--- src/rtl/i2s_playback_tx.sv ---
// I2S playback transmitter: latches the final left/right samples once per frame and
// serialises them to the codec, generating bclk and pblrc from mclk. All outputs are
// registered and show the decode of the frame counter one mclk late.
//
// Ports:
//   mclk         master clock (256x fs with defaults), the only clock
//   rst          synchronous active-high reset
//   sample_l/r   signed left/right samples, sampled only at the end of each frame
//   mute         when high, zeros are latched in place of the samples
//   bclk         bit clock, 50% duty, MCLK_PER_BCLK mclk periods per bit
//   pblrc        0 = left slot, 1 = right slot
//   pbdat        serial data, MSB first, zero padded, changes on bclk falling edges
//   frame_strobe one-mclk pulse in the cycle the counter wraps to 0 (sample-rate tick)
module i2s_playback_tx #(
  parameter int unsigned SAMPLE_BITS   = 16,
  parameter int unsigned SLOT_BITS     = 32,
  parameter int unsigned MCLK_PER_BCLK = 4,
  parameter int unsigned FORMAT        = 0
) (
  input  logic                   mclk,
  input  logic                   rst,
  input  logic [SAMPLE_BITS-1:0] sample_l,
  input  logic [SAMPLE_BITS-1:0] sample_r,
  input  logic                   mute,
  output logic                   bclk,
  output logic                   pblrc,
  output logic                   pbdat,
  output logic                   frame_strobe
);

  localparam int unsigned Frame     = 2 * SLOT_BITS * MCLK_PER_BCLK;
  localparam int unsigned CntW      = $clog2(Frame);
  localparam int unsigned HalfBclk  = MCLK_PER_BCLK / 2;
  // I2S delays the MSB by one bclk after the pblrc edge; left-justified does not.
  localparam int unsigned DataDelay = (FORMAT == 0) ? 1 : 0;

  localparam logic [CntW-1:0]        CntLast = CntW'(Frame - 1);
  localparam logic [SAMPLE_BITS-1:0] MsbMask = {1'b1, {(SAMPLE_BITS-1){1'b0}}};

  if (SLOT_BITS < SAMPLE_BITS + 1) begin : gen_bad_slot
    $error("SLOT_BITS must be at least SAMPLE_BITS + 1");
  end
  if ((MCLK_PER_BCLK % 2) != 0 || MCLK_PER_BCLK < 2) begin : gen_bad_div
    $error("MCLK_PER_BCLK must be even and at least 2");
  end

  logic [CntW-1:0]        cnt_q, cnt_d;
  logic [SAMPLE_BITS-1:0] hold_l_q, hold_l_d;
  logic [SAMPLE_BITS-1:0] hold_r_q, hold_r_d;
  logic                   bclk_q, bclk_d;
  logic                   pblrc_q, pblrc_d;
  logic                   pbdat_q, pbdat_d;
  logic                   strobe_q, strobe_d;

  int unsigned            cnt_int;
  int unsigned            bit_idx;
  int unsigned            phase;
  int unsigned            slot_pos;
  logic [SAMPLE_BITS-1:0] word;
  logic                   last_cycle;

  assign cnt_int    = 32'(cnt_q);
  assign bit_idx    = cnt_int / MCLK_PER_BCLK;
  assign phase      = cnt_int % MCLK_PER_BCLK;
  assign slot_pos   = bit_idx % SLOT_BITS;
  assign last_cycle = (cnt_q == CntLast);

  // Counter and sample holds.
  always_comb begin
    cnt_d    = last_cycle ? '0 : cnt_q + 1'b1;
    hold_l_d = hold_l_q;
    hold_r_d = hold_r_q;
    if (last_cycle) begin
      hold_l_d = mute ? '0 : sample_l;
      hold_r_d = mute ? '0 : sample_r;
    end
  end

  // Output decode of the current count; registered below, hence one mclk of latency.
  always_comb begin
    bclk_d   = (phase >= HalfBclk);
    pblrc_d  = (bit_idx >= SLOT_BITS);
    word     = pblrc_d ? hold_r_q : hold_l_q;
    pbdat_d  = 1'b0;
    if (slot_pos >= DataDelay && slot_pos < SAMPLE_BITS + DataDelay) begin
      // Walk a single-bit mask down from the MSB instead of a variable bit select.
      pbdat_d = |(word & (MsbMask >> (slot_pos - DataDelay)));
    end
    strobe_d = last_cycle;
  end

  always_ff @(posedge mclk) begin
    if (rst) begin
      cnt_q    <= '0;
      hold_l_q <= '0;
      hold_r_q <= '0;
      bclk_q   <= 1'b0;
      pblrc_q  <= 1'b0;
      pbdat_q  <= 1'b0;
      strobe_q <= 1'b0;
    end else begin
      cnt_q    <= cnt_d;
      hold_l_q <= hold_l_d;
      hold_r_q <= hold_r_d;
      bclk_q   <= bclk_d;
      pblrc_q  <= pblrc_d;
      pbdat_q  <= pbdat_d;
      strobe_q <= strobe_d;
    end
  end

  assign bclk         = bclk_q;
  assign pblrc        = pblrc_q;
  assign pbdat        = pbdat_q;
  assign frame_strobe = strobe_q;

endmodule

--- config.mk ---
export PLATFORM = sky130hd
export DESIGN_NAME = i2s_playback_tx
export DESIGN_NICKNAME = d
export VERILOG_FILES = /design/src/rtl/i2s_playback_tx.sv
export SDC_FILE = /design/constraint.sdc
export NUM_CORES = 1
export LEC_CHECK = 0
export CAP_MARGIN = 20
export CORE_UTILIZATION = 50
export DETAILED_ROUTE_END_ITERATION = 10
export PLACE_DENSITY = 0.78
export SLEW_MARGIN = 10
export SYNTH_ARGS = -nofsm -noshare
export SYNTH_HDL_FRONTEND = slang
export SYNTH_SLANG_ARGS = --single-unit
--- constraint.sdc ---
create_clock -name mclk -period 6.1 [get_ports mclk]
set_input_delay 0.61 -clock mclk [delete_from_list [all_inputs] [get_ports mclk]]
set_output_delay 0.61 -clock mclk [all_outputs]
set_load 0.05 [all_outputs]
==> results of run 1 <==
==> cells by family after synthesis <==
family	synth area share
AO/OA/AOI/OAI	0.197
multiplexers	0.0910
AND/OR/NAND/NOR	0.114
XOR/XNOR	0.0375
flip-flops	0.471
buffers and inverters	0.0568
adder cells (fa/ha/maj)	0.0334
==> power breakdown <==
group	internal, W	total (W)	switching (W)
combinational	0.0000273	0.0000459	0.0000187
sequential	0.000289	0.000292	0.00000272
clock	0.0000798	0.000175	0.0000957
==> area by class of cell <==
type / instances / area, µm²
multi-input combinational: 109 / 886
clock inverter: 3 / 18.8
timing repair buffer: 40 / 403
inverter: 5 / 18.8
fill: 286 / 1130
sequential: 44 / 881
clock buffer: 5 / 68.8
tap: 46 / 57.6
==> flip-flops by register name (all words and copies together) (netlist names) <==
name	flops
bclk	1
pblrc	1
frame_strobe	1
pbdat	1
hold_l_q	16
cnt_q	8
hold_r_q	16
==> how the worst max path moves through the flow <==
| stage | to | slack [ns] | cells after the start |
|---|---|---|---|
| finish | pbdat | 3.77 | 7 |
| global route | pbdat | 3.53 | 7 |
| CTS | pbdat | 3.76 | 7 |
| detailed placement | hold_r_q[14] | 3.53 | 3 |
| global placement | hold_r_q[11] | 3.66 | 3 |
| floorplan | pbdat | 4.07 | 9 |
==> placed cells by master, fill, tap and decap left out, types with 2 or more instances in the layout <==
cell / netlist / final
a21oi_1: 3 / 3
a22o_1: 32 / 32
and3_1: 2 / 2
clkbuf_8: 0 / 5
clkdlybuf4s50_1: 0 / 38
clkinv_2: 0 / 2
dfxtp_1: 44 / 44
ha_1: 5 / 5
inv_1: 4 / 4
mux2i_1: 8 / 8
mux4_2: 4 / 4
nand2_1: 7 / 7
nand3_2: 2 / 2
nor2_1: 17 / 16
o21ai_0: 2 / 2
o22ai_1: 3 / 3
xnor2_1: 5 / 5
xor2_1: 3 / 3
==> metal layers <==
layer / vias to the layer above / global-route usage / wire length [µm]
li1: 690 / - / -
met1: 648 / 0.250 / 1660
met2: 41 / 0.321 / 1670
met3: 7 / 0.0507 / 196
met4: 0 / 0.0785 / 52
met5: - / 0 / 0
==> metrics by stage <==
stage | setup slack, ns | utilization
floorplan | 4.07 | -
global placement | 3.66 | 0.643
detailed placement | 3.53 | 0.643
CTS | 3.76 | 0.668
global route | 3.53 | 0.673
finish | 3.77 | 0.673
==> flow_summary.json, run 1 <==
{
  "crit_path_start": "cnt_q[2]",
  "critPathLaunchType": "flip-flop",
  "wl_um": 3580,
  "async_reset_ff_frac": 0,
  "route.detailed.drc": 0,
  "clock_path_buffers": 2,
  "crit_family": "flip-flops",
  "finalMaxSlewViolations": 0,
  "finalHoldViolCount": 0,
  "gp_congestion": 0.798,
  "cp_slowest_stage_delay_ns": 0.55,
  "start_util": 0.539,
  "fin_setup_tns_ns": 0,
  "cp.required_ns": 6.29,
  "cts_sinks": 44,
  "ioPinCount": 39,
  "slew_headroom": 0.447,
  "cts_tree": "done",
  "clock_latency_ns": 0.29,
  "numCtsBuffers": 5,
  "worst_pin_slew_ns": 0.829,
  "overflow": 0,
  "dp.cells": 243,
  "antenna_cells": 0,
  "portBuffers": 38,
  "crit_slowest_cell": "dfxtp_1",
  "crit_chain": "inv_1 > ha_1 > mux4_2 > a21oi_1 > o21ai_0 > o22ai_1 > o22ai_1",
  "netlist_instances": 172,
  "rsz0062_at_grt": "no",
  "r2r.worst_path.cells": 7,
  "core_um2": 3470,
  "grtUsageTotal": 0.198,
  "yosys_warnings": 0,
  "grt_max_degree": 33,
  "status": "complete, no violations",
  "irDropWorstVdd_uv": 155,
  "path_clk_slew_ns": 0.08,
  "fin_nets": 245,
  "min_period_over_period": 0.383,
  "synth_seq_cells": 44,
  "synth_fp_nets": 212,
  "worstSetupPathType": "flip-flop to flip-flop",
  "power_density_nw_per_um2": 220,
  "grt_pass1_vias": 1419,
  "holdWs_ns": 0.476,
  "cts_hold_buffers": 0,
  "p_total_w": 0.000513,
  "synth_top_cell_by_area": "dfxtp_1",
  "cp.arrival_ns": 2.52,
  "fin_skew_ns": 0.00820,
  "ys.flop_type": "dfxtp_1",
  "grt_pass1_wl_um": 6180,
  "synth_edf_count": 0,
  "whs_path_depth": 1,
  "maxCapViolCount": 0,
  "cts_max_level": 2,
  "syn_area_um2": 1870,
  "yosysSeqAreaShare": 0.471,
  "rows": 21,
  "wl_per_cell_um": 14.2,
  "syn_to_final_growth_pct": 24.7,
  "num_vias": 1386,
  "r2r-start": "cnt_q[2]",
  "hold_class": "flip-flop to flip-flop",
  "p_leak_nw": 0.849,
  "clockRootBuffer": "clkbuf_8",
  "synthTopCellsByArea": "dfxtp_1 47%, a22o_1 15%, mux4_2 4.8%",
  "die-area_um2": 3990,
  "rr_endpoint": "pbdat",
  "final_area_um2": 2330,
  "drtAntennaViolNets": 0,
  "end_kind": "flip-flop",
  "synth_cell_type_count": 36,
  "worstHoldStart": "cnt_q[0]",
  "synth.most_common_cell": "dfxtp_1",
  "finalCriticalPeriod_ns": 2.33,
  "synth_common_cells": "44 x dfxtp_1, 32 x a22o_1, 17 x nor2_1",
  "antenna_found_initial": 0,
  "fp.dieW_um": 63.2,
  "instances_no_fill": 252,
  "die_y_um": 63.2,
  "via_per_inst": 5.50,
  "setup_viol": 0,
  "dr.pass1.iters": 4,
  "reg2reg_slack_ns": 3.77,
  "crit_top_cell": "o22ai_1",
  "max_freq_mhz": 428,
  "postCtsSetupRepairBufs": 0,
  "synth_top_area_frac": 0.471,
  "cts.repair.resized": 0,
  "holdPathEnd": "cnt_q[0]",
  "place_area_um2": 2230,
  "worst-path-buf-inv": 1,
  "avgSynthCellArea_um2": 10.9,
  "drive_gt1_frac": 0.121,
  "dr.first_iter.drc_count": 87,
  "crit_fanout": 11,
  "dp_hpwl_um": 2560
}
(Power assumes the default switching activity.)
==> run 2, diff against run 1 <==
- CORE_UTILIZATION: 50 -> 45
- PLACE_DENSITY: 0.78 -> 0.75
- clock period: 6.1 -> 2 ns (I/O delays scaled with it)
==> run 2 against run 1 <==
Compared with the run above: clock skew down 0.0026 ns; die area up 11%; final cell count up 7.5%; total power rose to 3.1 times the previous value; non-clock buffer count up 15; combinational power rose to 3.5 times the previous value; largest cell class unchanged; largest power group unchanged.
==> flow_summary.json, run 2 (synthesis results as in run 1) <==
{
  "status": "complete, no violations",
  "die-area_um2": 4420,
  "finalHoldViolCount": 0,
  "numCtsBuffers": 5,
  "dr.pass1.iters": 4,
  "core_um2": 4000,
  "crit_chain": "inv_1 > ha_4 > mux4_2 > a21oi_1 > o21ai_0 > o22ai_1 > o22ai_1",
  "rsz0062_at_grt": "no",
  "drive_gt1_frac": 0.181,
  "antenna_cells": 0,
  "ioPinCount": 39,
  "grt_pass1_wl_um": 5990,
  "start_util": 0.468,
  "cts_tree": "done",
  "worst_pin_slew_ns": 0.493,
  "cp_slowest_stage_delay_ns": 0.50,
  "gp_congestion": 0.869,
  "cts_sinks": 44,
  "final_util": 0.620,
  "reg_top3": "hold_l_q x16, hold_r_q x16, cnt_q x8",
  "clockRootBuffer": "clkbuf_8",
  "fin_skew_ns": 0.00557,
  "drtAntennaViolNets": 0,
  "min_period_over_period": 0.929,
  "crit_top_cell": "o22ai_1",
  "die_y_um": 66.5,
  "antenna_found_initial": 0,
  "critPathLaunchType": "flip-flop",
  "cp.arrival_ns": 2.04,
  "irDropWorstVdd_uv": 346,
  "fin_nets": 260,
  "holdWs_ns": 0.481,
  "slew_headroom": 0.671,
  "final_area_um2": 2480,
  "clock_latency_ns": 0.30,
  "place_area_um2": 2370,
  "wl_um": 3810,
  "portBuffers": 38,
  "grt_max_degree": 33,
  "max_freq_mhz": 538,
  "fin_setup_tns_ns": 0,
  "worstSetupPathType": "flip-flop to flip-flop",
  "fp.dieW_um": 66.5,
  "dp_hpwl_um": 2870,
  "crit_slowest_cell": "mux4_2",
  "clock_path_buffers": 2,
  "syn_to_final_growth_pct": 32.6,
  "dr.first_iter.drc_count": 34,
  "crit_fanout": 5,
  "maxCapViolCount": 0,
  "final_common_cell": "dfxtp_1",
  "cts_max_level": 2,
  "p_total_w": 0.00161,
  "hold_class": "flip-flop to flip-flop",
  "grtUsageTotal": 0.186,
  "end_kind": "flip-flop",
  "path_clk_slew_ns": 0.08,
  "power_density_nw_per_um2": 649,
  "setup_viol": 0,
  "final_cell_mix": "43 x dfxtp_1, 38 x clkdlybuf4s50_1, 32 x a22o_1, 16 x nor2_1, 15 x buf_4",
  "route.detailed.drc": 0,
  "num_vias": 1455,
  "rows": 23,
  "grt_pass1_vias": 1326,
  "wl_per_cell_um": 14.1,
  "via_per_inst": 5.37,
  "p_leak_nw": 0.929,
  "finalMaxSlewViolations": 0,
  "finalCriticalPeriod_ns": 1.86,
  "overflow": 0,
  "cp.required_ns": 2.19
}
-- run 2: timing repair --
action                     in CTS  in global routing
gates resized for setup         2                  1
pin swaps                       0                  1
setup buffers                   0                  1
hold endpoints to repair        0                  0
hold buffers                    0                  0
setup endpoints to repair       1                  1
-- run 2: final timing paths --
path               start  slack, ns          end  cells after the start
max reg2reg     cnt_q[2]       0.14        pbdat                      7
min          hold_l_q[9]       0.48  hold_l_q[9]                      1
max             cnt_q[2]       0.14        pbdat                      7
min reg2reg  hold_l_q[9]       0.48  hold_l_q[9]                      1
-- run 2: metrics by stage --
stage          setup WS, ns  cells
5_1_grt            0.000281    271
2_1_floorplan       0.00748    172
6_report              0.142    271
4_1_cts              0.0831    270
3_5_place_dp        -0.0546    262
3_3_place_gp        -0.0957    261
-- run 2: routing by layer --
| metal | share of wire | vias up | wire (µm) | GRT usage |
|---|---|---|---|---|
| li1 | - | 717 | - | - |
| met1 | 0.45 | 691 | 1720 | 0.222 |
| met2 | 0.48 | 41 | 1840 | 0.311 |
| met3 | 0.049 | 6 | 188 | 0.0411 |
| met4 | 0.017 | 0 | 65 | 0.0957 |
| met5 | 0 | - | 0 | 0 |
-- run 2: worst max-delay path, delay by kind of cell (launching register included) --
kind,cells,cell delay (ns)
fa+ha+maj,1,0.33
buf+inv,1,0.10
mux,1,0.50
flops,1,0.36
compound gates,4,0.47
-- run 2: cell type report --
type,count,area (µm²)
fillers,332,1520
clock buffers,8,90.1
repair buffers,55,528
inverters,5,18.8
flip-flops and latches,44,882
well taps,50,62.6
multi-input cells,109,898
-- run 2: power by group --
part / leakage [nW] / total [W] / switching, W / internal (W)
registers: 0.355 / 0.000887 / 0.00000394 / 0.000883
logic: 0.528 / 0.000162 / 0.0000635 / 0.0000981
clock network: 0.0455 / 0.000560 / 0.000279 / 0.000282
total: 0.929 / 0.00161 / 0.000346 / 0.00126
==> run 3, diff against run 2 <==
- clock period: 2 -> 1.7 ns (I/O delays scaled with it)
==> run 3 against run 2 <==
Compared with the run above: the run now ends with setup timing left; count of clock-buffer cells in the layout unchanged; critical endpoint unchanged; worst setup slack got worse by 0.33 ns; critical path depth increased by 1; largest power group unchanged; highest routed layer unchanged; final cell count increased by 4.8%.
==> flow_summary.json, run 3 (synthesis results as in run 1) <==
{
  "start_util": 0.468,
  "grt_pass1_wl_um": 6530,
  "via_per_inst": 5.42,
  "antenna_cells": 0,
  "power.switching_w": 0.000423,
  "die-area_um2": 4420,
  "fin_nets": 273,
  "instances_no_fill": 284,
  "seqPwrFrac": 0.544,
  "gp_congestion": 0.863,
  "core_um2": 4000,
  "power_frac_comb": 0.111,
  "place_area_um2": 2400,
  "clock_path_buffers": 2,
  "grt_max_degree": 33,
  "dr.first_iter.drc_count": 105,
  "p_total_w": 0.00192,
  "worst_pin_slew_ns": 0.486,
  "portBuffers": 38,
  "wl_um": 4660,
  "cp.arrival_ns": 2.07,
  "overflow": 0,
  "grtUsageTotal": 0.202,
  "max_freq_mhz": 530,
  "dp.cells": 265,
  "drtAntennaViolNets": 0,
  "reg_top3": "hold_l_q x16, hold_r_q x16, cnt_q x8",
  "antenna_found_initial": 0,
  "end_kind": "flip-flop",
  "rsz0062_at_grt": "yes",
  "drive_gt1_frac": 0.265,
  "final_area_um2": 2680,
  "min_period_over_period": 1.11,
  "final_common_cell": "dfxtp_1",
  "finalHoldViolCount": 0,
  "p_leak_nw": 1.01,
  "slew_headroom": 0.675,
  "rows": 23,
  "failed_checks": "setup timing",
  "seq_area_um2": 883,
  "multi_input_area_um2": 946,
  "critPathLaunchType": "flip-flop",
  "clock_latency_ns": 0.30,
  "fin_skew_ns": 0.00374,
  "cts_tree": "done",
  "dr.pass1.iters": 4,
  "p_sw_frac": 0.221,
  "worst_slack_ns": -0.188,
  "grt_pass1_vias": 1445,
  "ioPinCount": 39,
  "holdWs_ns": 0.461,
  "wl_per_cell_um": 16.4,
  "fp.dieW_um": 66.5,
  "finalCriticalPeriod_ns": 1.89,
  "status": "finished with violations",
  "nFillCells": 310,
  "cts_max_level": 2,
  "worstSetupPathType": "flip-flop to flip-flop",
  "path_clk_slew_ns": 0.08,
  "maxCapViolCount": 0,
  "final_cell_mix": "42 x dfxtp_1, 38 x clkdlybuf4s50_1, 32 x a22o_1, 21 x buf_4, 16 x nor2_1",
  "power_density_nw_per_um2": 716,
  "clockRootBuffer": "clkbuf_8",
  "numCtsBuffers": 5,
  "fin_setup_tns_ns": -0.226,
  "irDropWorstVdd_uv": 459,
  "p_int_w": 0.00150,
  "finalMaxSlewViolations": 0,
  "p_clk_frac": 0.346,
  "setup_viol": 5,
  "syn_to_final_growth_pct": 43.3,
  "num_vias": 1538,
  "crit_fanout": 5,
  "cts_sinks": 44,
  "dp_hpwl_um": 2860,
  "die_y_um": 66.5,
  "cp.required_ns": 1.88,
  "route.detailed.drc": 0,
  "cts_hold_buffers": 0,
  "hold_class": "primary input to flip-flop"
}
[run 3: per-layer routing]
metal  GRT usage  routed length (µm)  part of all wire  up-vias
met2       0.346                2460              0.53       42
met4      0.0479                  35            0.0075        0
li1            -                   -                 -      750
met5           0                   0                 0        -
met3      0.0616                 194             0.042        5
met1       0.246                1980              0.42      741
[run 3: power by group through the flow]
stage                     combinational [W]  sequential (W)  clock, W
after detailed placement           0.000192         0.00107         0
after global placement             0.000185         0.00107         0
after global routing               0.000230         0.00104  0.000717
after floorplan                   0.0000718         0.00108         0
after CTS                          0.000203         0.00104  0.000681
final                              0.000212         0.00104  0.000663
[run 3: area by class of cell]
type	instances	share of cell area
multi-input cells	110	0.353
flip-flops and latches	44	0.330
repair buffers	67	0.253
clock buffers	8	0.0336
well taps	50	0.0233
inverters	5	0.00794
[run 3: worst max-delay path, stage by stage, from the launching register on]
cell and delay, ns:
dfxtp_2 0.35, buf_6 0.11, inv_4 0.03, ha_4 0.30, mux4_2 0.54, a21oi_2 0.18, o21ai_2 0.07, nor2_1 0.08
o22ai_1 0.08
[run 3: final timing paths]
kind	from	endpoint	slack (ns)	cells past startpoint
max	cnt_q[2]	pbdat	-0.19	8
min	sample_l[9]	hold_l_q[9]	0.46	2
max reg2reg	cnt_q[2]	pbdat	-0.19	8
min reg2reg	hold_l_q[15]	hold_l_q[15]	0.48	1
[run 3: what timing repair did]
item                                    in CTS  in global routing
endpoints found under the setup margin      33                 33
buffers inserted                             3                  4
gates cloned                                 1                  3
hold endpoints to repair                     0                  0
resized for setup                            9                  8
pin swaps                                    6                  6
[run 3: per-stage QoR]
stage	setup slack, ns	utilization
3_5_place_dp	-0.471	0.601
6_report	-0.188	0.670
3_3_place_gp	-0.352	0.601
2_1_floorplan	-0.139	-
5_1_grt	-0.264	0.670
4_1_cts	-0.122	0.636
